$ cat src/rtl/evm_pkg.sv
// Shared constants for the EVM front-end: candidate count, debounce default,
// FSM state encodings and a small one-hot helper.
package evm_pkg;

    localparam int NUM_CANDIDATES          = 3;
    localparam int NUM_INPUTS              = NUM_CANDIDATES + 1;
    localparam int READY_IDX               = NUM_CANDIDATES;
    localparam int DEBOUNCE_CYCLES_DEFAULT = 16;
    localparam int CNT_W                   = 8;

    typedef logic [1:0] state_t;

    localparam state_t ST_IDLE   = 2'd0;
    localparam state_t ST_ARMED  = 2'd1;
    localparam state_t ST_LOCKED = 2'd2;

    function automatic logic is_onehot(input logic [NUM_CANDIDATES-1:0] v);
        logic [NUM_CANDIDATES-1:0] w_lsb_cleared;
        w_lsb_cleared = v & (v - {{(NUM_CANDIDATES-1){1'b0}}, 1'b1});
        return (v != '0) && (w_lsb_cleared == '0);
    endfunction

endpackage

$ cat src/rtl/vote_debounce.sv
// One button path: 2-flop synchronizer, saturating debounce counter and a
// registered rising-edge detector on the debounced level.
module vote_debounce
    import evm_pkg::*;
#(
    parameter int DEBOUNCE_CYCLES = DEBOUNCE_CYCLES_DEFAULT
) (
    input  logic clk,
    input  logic rst,
    input  logic i_raw,
    output logic o_stable,
    output logic o_rise
);

    localparam logic [CNT_W-1:0] TERM    = CNT_W'(DEBOUNCE_CYCLES - 1);
    localparam logic [CNT_W-1:0] CNT_MAX = '1;
    localparam logic [CNT_W-1:0] CNT_ONE = CNT_W'(1);

    logic             r_sync1;
    logic             r_sync2;
    logic             r_stable;
    logic             r_stable_d;
    logic             r_rise;
    logic [CNT_W-1:0] r_cnt;

    always_ff @(posedge clk or posedge rst) begin
        if (rst) begin
            r_sync1    <= 1'b0;
            r_sync2    <= 1'b0;
            r_stable   <= 1'b0;
            r_stable_d <= 1'b0;
            r_rise     <= 1'b0;
            r_cnt      <= '0;
        end else begin
            r_sync1    <= i_raw;
            r_sync2    <= r_sync1;
            // The DEBOUNCE_CYCLES-th consecutive differing sample flips the level
            if (r_sync2 == r_stable) begin
                r_cnt <= '0;
            end else if (r_cnt == TERM) begin
                r_stable <= r_sync2;
                r_cnt    <= '0;
            end else if (r_cnt != CNT_MAX) begin
                r_cnt <= r_cnt + CNT_ONE;
            end
            r_stable_d <= r_stable;
            r_rise     <= r_stable & ~r_stable_d;
        end
    end

    assign o_stable = r_stable;
    assign o_rise   = r_rise;

endmodule

$ cat src/rtl/vote_input_conditioner.sv
// Conditions the three vote buttons and the ready button, then arbitrates
// them into single-cycle vote/ready/conflict pulses for the EVM.
//
//   state     | meaning
//   ----------+-----------------------------------------------------------
//   IDLE      | waiting for a ready event; vote events are dropped
//   ARMED     | one vote may be accepted; simultaneous/overlapping -> conflict
//   LOCKED    | vote taken; waits for all vote buttons to be released
module vote_input_conditioner
    import evm_pkg::*;
#(
    parameter int DEBOUNCE_CYCLES = DEBOUNCE_CYCLES_DEFAULT
) (
    input  logic                      clk,
    input  logic                      rst,
    input  logic [NUM_CANDIDATES-1:0] raw_vote,
    input  logic                      raw_ready,
    input  logic                      enable,
    output logic [NUM_CANDIDATES-1:0] vote_pulse,
    output logic                      ready_pulse,
    output logic                      conflict,
    output logic                      armed
);

    logic [NUM_INPUTS-1:0]     w_raw;
    logic [NUM_INPUTS-1:0]     w_lvl;
    logic [NUM_INPUTS-1:0]     w_rise;
    logic [NUM_CANDIDATES-1:0] w_vote_lvl;
    logic [NUM_CANDIDATES-1:0] w_vote_ev;
    logic                      w_ready_ev;
    logic                      w_vote_clean;

    state_t                    r_state;
    logic [NUM_CANDIDATES-1:0] r_vote_pulse;
    logic                      r_ready_pulse;
    logic                      r_conflict;

    assign w_raw = {raw_ready, raw_vote};

    for (genvar gi = 0; gi < NUM_INPUTS; gi++) begin : g_deb
        vote_debounce #(
            .DEBOUNCE_CYCLES (DEBOUNCE_CYCLES)
        ) u_deb (
            .clk      (clk),
            .rst      (rst),
            .i_raw    (w_raw[gi]),
            .o_stable (w_lvl[gi]),
            .o_rise   (w_rise[gi])
        );
    end

    assign w_vote_lvl = w_lvl[NUM_CANDIDATES-1:0];
    assign w_vote_ev  = w_rise[NUM_CANDIDATES-1:0];
    assign w_ready_ev = w_rise[READY_IDX] & w_lvl[READY_IDX];

    // A lone edge is only clean if no other button is already held down
    assign w_vote_clean = is_onehot(w_vote_ev) && ((w_vote_lvl & ~w_vote_ev) == '0);

    always_ff @(posedge clk or posedge rst) begin
        if (rst) begin
            r_state       <= ST_IDLE;
            r_vote_pulse  <= '0;
            r_ready_pulse <= 1'b0;
            r_conflict    <= 1'b0;
        end else begin
            r_vote_pulse  <= '0;
            r_ready_pulse <= 1'b0;
            r_conflict    <= 1'b0;
            if (!enable) begin
                r_state <= ST_IDLE;
            end else begin
                case (r_state)
                    ST_IDLE: begin
                        if (w_ready_ev) begin
                            r_ready_pulse <= 1'b1;
                            r_state       <= ST_ARMED;
                        end
                    end
                    ST_ARMED: begin
                        if (w_vote_ev != '0) begin
                            if (w_vote_clean) begin
                                r_vote_pulse <= w_vote_ev;
                                r_state      <= ST_LOCKED;
                            end else begin
                                r_conflict <= 1'b1;
                            end
                        end
                    end
                    ST_LOCKED: begin
                        if (w_vote_lvl == '0) begin
                            r_state <= ST_IDLE;
                        end
                    end
                    default: r_state <= ST_IDLE;
                endcase
            end
        end
    end

    assign vote_pulse  = r_vote_pulse & {NUM_CANDIDATES{enable}};
    assign ready_pulse = r_ready_pulse & enable;
    assign conflict    = r_conflict & enable;
    assign armed       = (r_state == ST_ARMED);

endmodule

$ cat config.mk
export PLATFORM = sky130hd
export DESIGN_NAME = vote_input_conditioner
export DESIGN_NICKNAME = d
export VERILOG_FILES = /design/src/rtl/evm_pkg.sv /design/src/rtl/vote_debounce.sv /design/src/rtl/vote_input_conditioner.sv
export SDC_FILE = /design/constraint.sdc
export NUM_CORES = 1
export LEC_CHECK = 0
export ABC_AREA = 1
export CAP_MARGIN = 10
export CORE_ASPECT_RATIO = 1.75
export CORE_MARGIN = 2
export CORE_UTILIZATION = 54
export DETAILED_ROUTE_END_ITERATION = 12
export PLACE_DENSITY = 0.75
export SETUP_SLACK_MARGIN = 0.02
export SLEW_MARGIN = 20
export SYNTH_ARGS = -nofsm -noshare
export SYNTH_HDL_FRONTEND = slang
export SYNTH_SLANG_ARGS = --single-unit
$ cat constraint.sdc
create_clock -name clk -period 1.8 [get_ports clk]
set_input_delay 0.36 -clock clk [delete_from_list [all_inputs] [get_ports clk]]
set_output_delay 0.36 -clock clk [all_outputs]
set_load 0.005 [all_outputs]
==> impl_metrics.yaml <==
global_routing:
  grt_pass1_wl_mm: 9.80
  grt_max_degree: 29
  first_global_vias: 2454
  use_met2_pct: 39.5
  busiest_layer: "met2"
  grt_util_all_layers_pct: 21.6
  grt_use_met1_pct: 21.6
  antenna_found_initial: 0
  met3_usage_pct: 4.75
  grt_overflow: 0
die:
  initial_core_util_pct: 55.2
  core_area_sq_um: 5210
  rows: 35
  die_h_um: 101
  die_w_um: 59.2
  dieArea_sq_um: 5950
  num_io_pins: 13
routing:
  viasPerCell: 5.32
  final_antenna_net_count: 0
  wl_per_cell_um: 12.2
  dr.pass1.iters: 4
  drc: 0
  routed_wl_mm: 5.53
  drtIter0Drc: 81
  vias: 2410
sta:
  fin_ws_ns: 0.165
  fin_crit_sh_pct: 90.8
  worst_slew_pin_slew_ns: 0.389
  setup_viol: 0
  relSlewSlack_pct: 74.0
  fin_crit_ns: 1.63
  slew_viol_final: 0
  hold_violations: 0
  rsz0062_at_grt: "no"
  fin_skew_ns: 0.00796
  fmax_mhz: 612
yosys:
  synth.avg_cell_area_sq_um: 7.84
  synthFlopType: "dfrtp_1"
  syn_area_sq_um: 2880
  netlist_instances: 367
  yosysSeqAreaShare_pct: 51.3
  synth_nets: 378
  synthTopCellsByCount: "106 x nand2_1, 60 x inv_1, 59 x dfrtp_1, 49 x nor2_1, 36 x nand3_1"
  synth-async-reset-ratio_pct: 100
  yosysTopAreaCellShare_pct: 51.3
  synth_area_leaders: "dfrtp_1 51%, nand2_1 14%, inv_1 7.8%"
  yosysUniqueCellTypes: 22
  ys_seq_elements: 59
  synth-edff-count: 0
  yosysMostFrequentCell: "nand2_1"
  synth_warnings: 0
  yosysTopAreaCell: "dfrtp_1"
setup_path:
  ff2ff_setup_slack_ns: 0.25
  cp.required_ns: 1.44
  critPathBufInv: 3
  crit-reg2reg-launch: "g_deb[1].u_deb.r_cnt[0]"
  end_kind: "output port"
  start_kind: "primary input"
  slowest_stage: "clkdlybuf4s50_1"
  cpLargestDelayFamily: "buffers and inverters"
  crit_chain: "dlygate4sd2_1, nand2_1, inv_1, clkdlybuf4s50_1"
  critPathKind: "primary input to output port"
  worst-r2r-cell-count: 8
  cp_max_fo: 6
  max_stage_delay_ns: 0.49
  timing.rr.end: "g_deb[1].u_deb.r_cnt[0]"
  crit_start: "enable"
  critPathArrivalTime_ns: 1.27
hold_path:
  hold_end: "g_deb[1].u_deb.r_sync2"
  hold_path.startpoint: "g_deb[1].u_deb.r_sync1"
  whs_path_depth: 0
  hold_class: "flop to flop"
pwr:
  p_int_w: 0.00236
  pwr-share-clk_pct: 49.3
  peakVddDrop_uv: 666
  p_leak_nw: 1.79
  combPwrFrac_pct: 4.3
  p_per_area_nw_per_um2: 886
  total_power_w: 0.00298
  p_switching_w: 0.000616
  switching_share_pct: 20.7
  p_seq_share_pct: 46.4
cts:
  clkSlewWorstSetupHoldPaths_ns: 0.06
  cts_tree: "yes"
  cts_setup_buffers: 0
  root_buffer: "clkbuf_8"
  clk_latency_ns: 0.33
  numClockSinks: 59
  cts-hold-fix-buffers: 0
  cts_resized: 3
  numCtsBuffers: 9
  htree_levels: 3
  clk_path_buf_depth: 2
finish:
  fin_util_pct: 64.5
  layout.nets: 404
  syn_to_final_growth_pct: 16.8
  diodes: 0
  drive_gt1_share_pct: 8.04
  fillCellCount: 454
placement:
  gp_congestion: 0.870
  dp_hpwl_mm: 3.94
  pre_cts_ws_ns: -0.107
  io_buffers: 12
job:
  drv_cap: 0
outcome:
  outcome: "finished clean"
state kept, by name, indices dropped and copies added (netlist names):
signal / count
r_conflict: 1
g_deb.u_deb.r_sync1: 4
g_deb.u_deb.r_stable_d: 4
r_ready_pulse: 1
r_vote_pulse: 3
g_deb.u_deb.o_stable: 4
g_deb.u_deb.r_sync2: 4
r_state: 2
g_deb.u_deb.o_rise: 4
g_deb.u_deb.r_cnt: 32
kinds of logic (layout without fill, tap and decap cells):
family          after synthesis  count (layout)  share of synthesized area [%]
xor+xnor                      5               5                           2.69
flops                        59              59                           51.3
simple gates                220             220                           33.0
fa+ha+maj                     4               4                           1.74
compound gates               17              17                           3.17
buf+inv                      62              93                           8.08
power groups by stage:
stage	logic (W)	clock network, W	registers [W]
after floorplan	0.0000830	0	0.00140
after global placement	0.000128	0	0.00141
final	0.000128	0.00147	0.00138
after CTS	0.000132	0.00149	0.00138
after detailed placement	0.000131	0	0.00141
after global routing	0.000149	0.00155	0.00139
per-layer routing:
layer  part of all wire, %  wire, um
met1                    39      2160
met2                    56      3100
met3                   2.4       131
met4                   2.3       129
met5                     0         0
layout by cell type (no fill, tap or decap), types with 5 or more instances in the layout:
cell             synthesis  final
clkdlybuf4s50_1          0     10
nor2_1                  49     49
nand3_1                 36     36
o21ai_0                  9      9
nand4_1                 18     18
dfrtp_1                 59     59
a21oi_1                  5      5
nand2_1                106    106
inv_1                   60     58
clkbuf_8                 0     10
worst max-delay path by stage:
stage | end | cells past startpoint
finish | vote_pulse[1] | 4
global route | vote_pulse[1] | 4
CTS | vote_pulse[1] | 4
detailed placement | vote_pulse[1] | 4
global placement | vote_pulse[2] | 4
floorplan | g_deb[1].u_deb.r_cnt[3] | 8
metrics by stage:
step / hold slack [ns] / instances / cell area [sq um] / setup TNS, ns
after global routing: 0.358 / 453 / 3360 / 0
after detailed placement: 0.335 / 437 / 3120 / -0.489
after CTS: 0.350 / 453 / 3360 / 0
after floorplan: 0.331 / 367 / 2880 / 0
after global placement: 0.334 / 437 / 3120 / -0.392
final: 0.348 / 453 / 3360 / 0
area by class of cell:
class	instances	area, sq um	share of cell area, %
Clock inverter	5	100	2.98
Inverter	61	233	6.92
Multi-Input combinational cell	246	1170	34.8
Clock buffer	11	141	4.21
Timing Repair Buffer	16	173	5.14
Sequential cell	59	1480	43.9
Tap cell	55	68.8	2.05
Power figures use the tool's default switching activity.
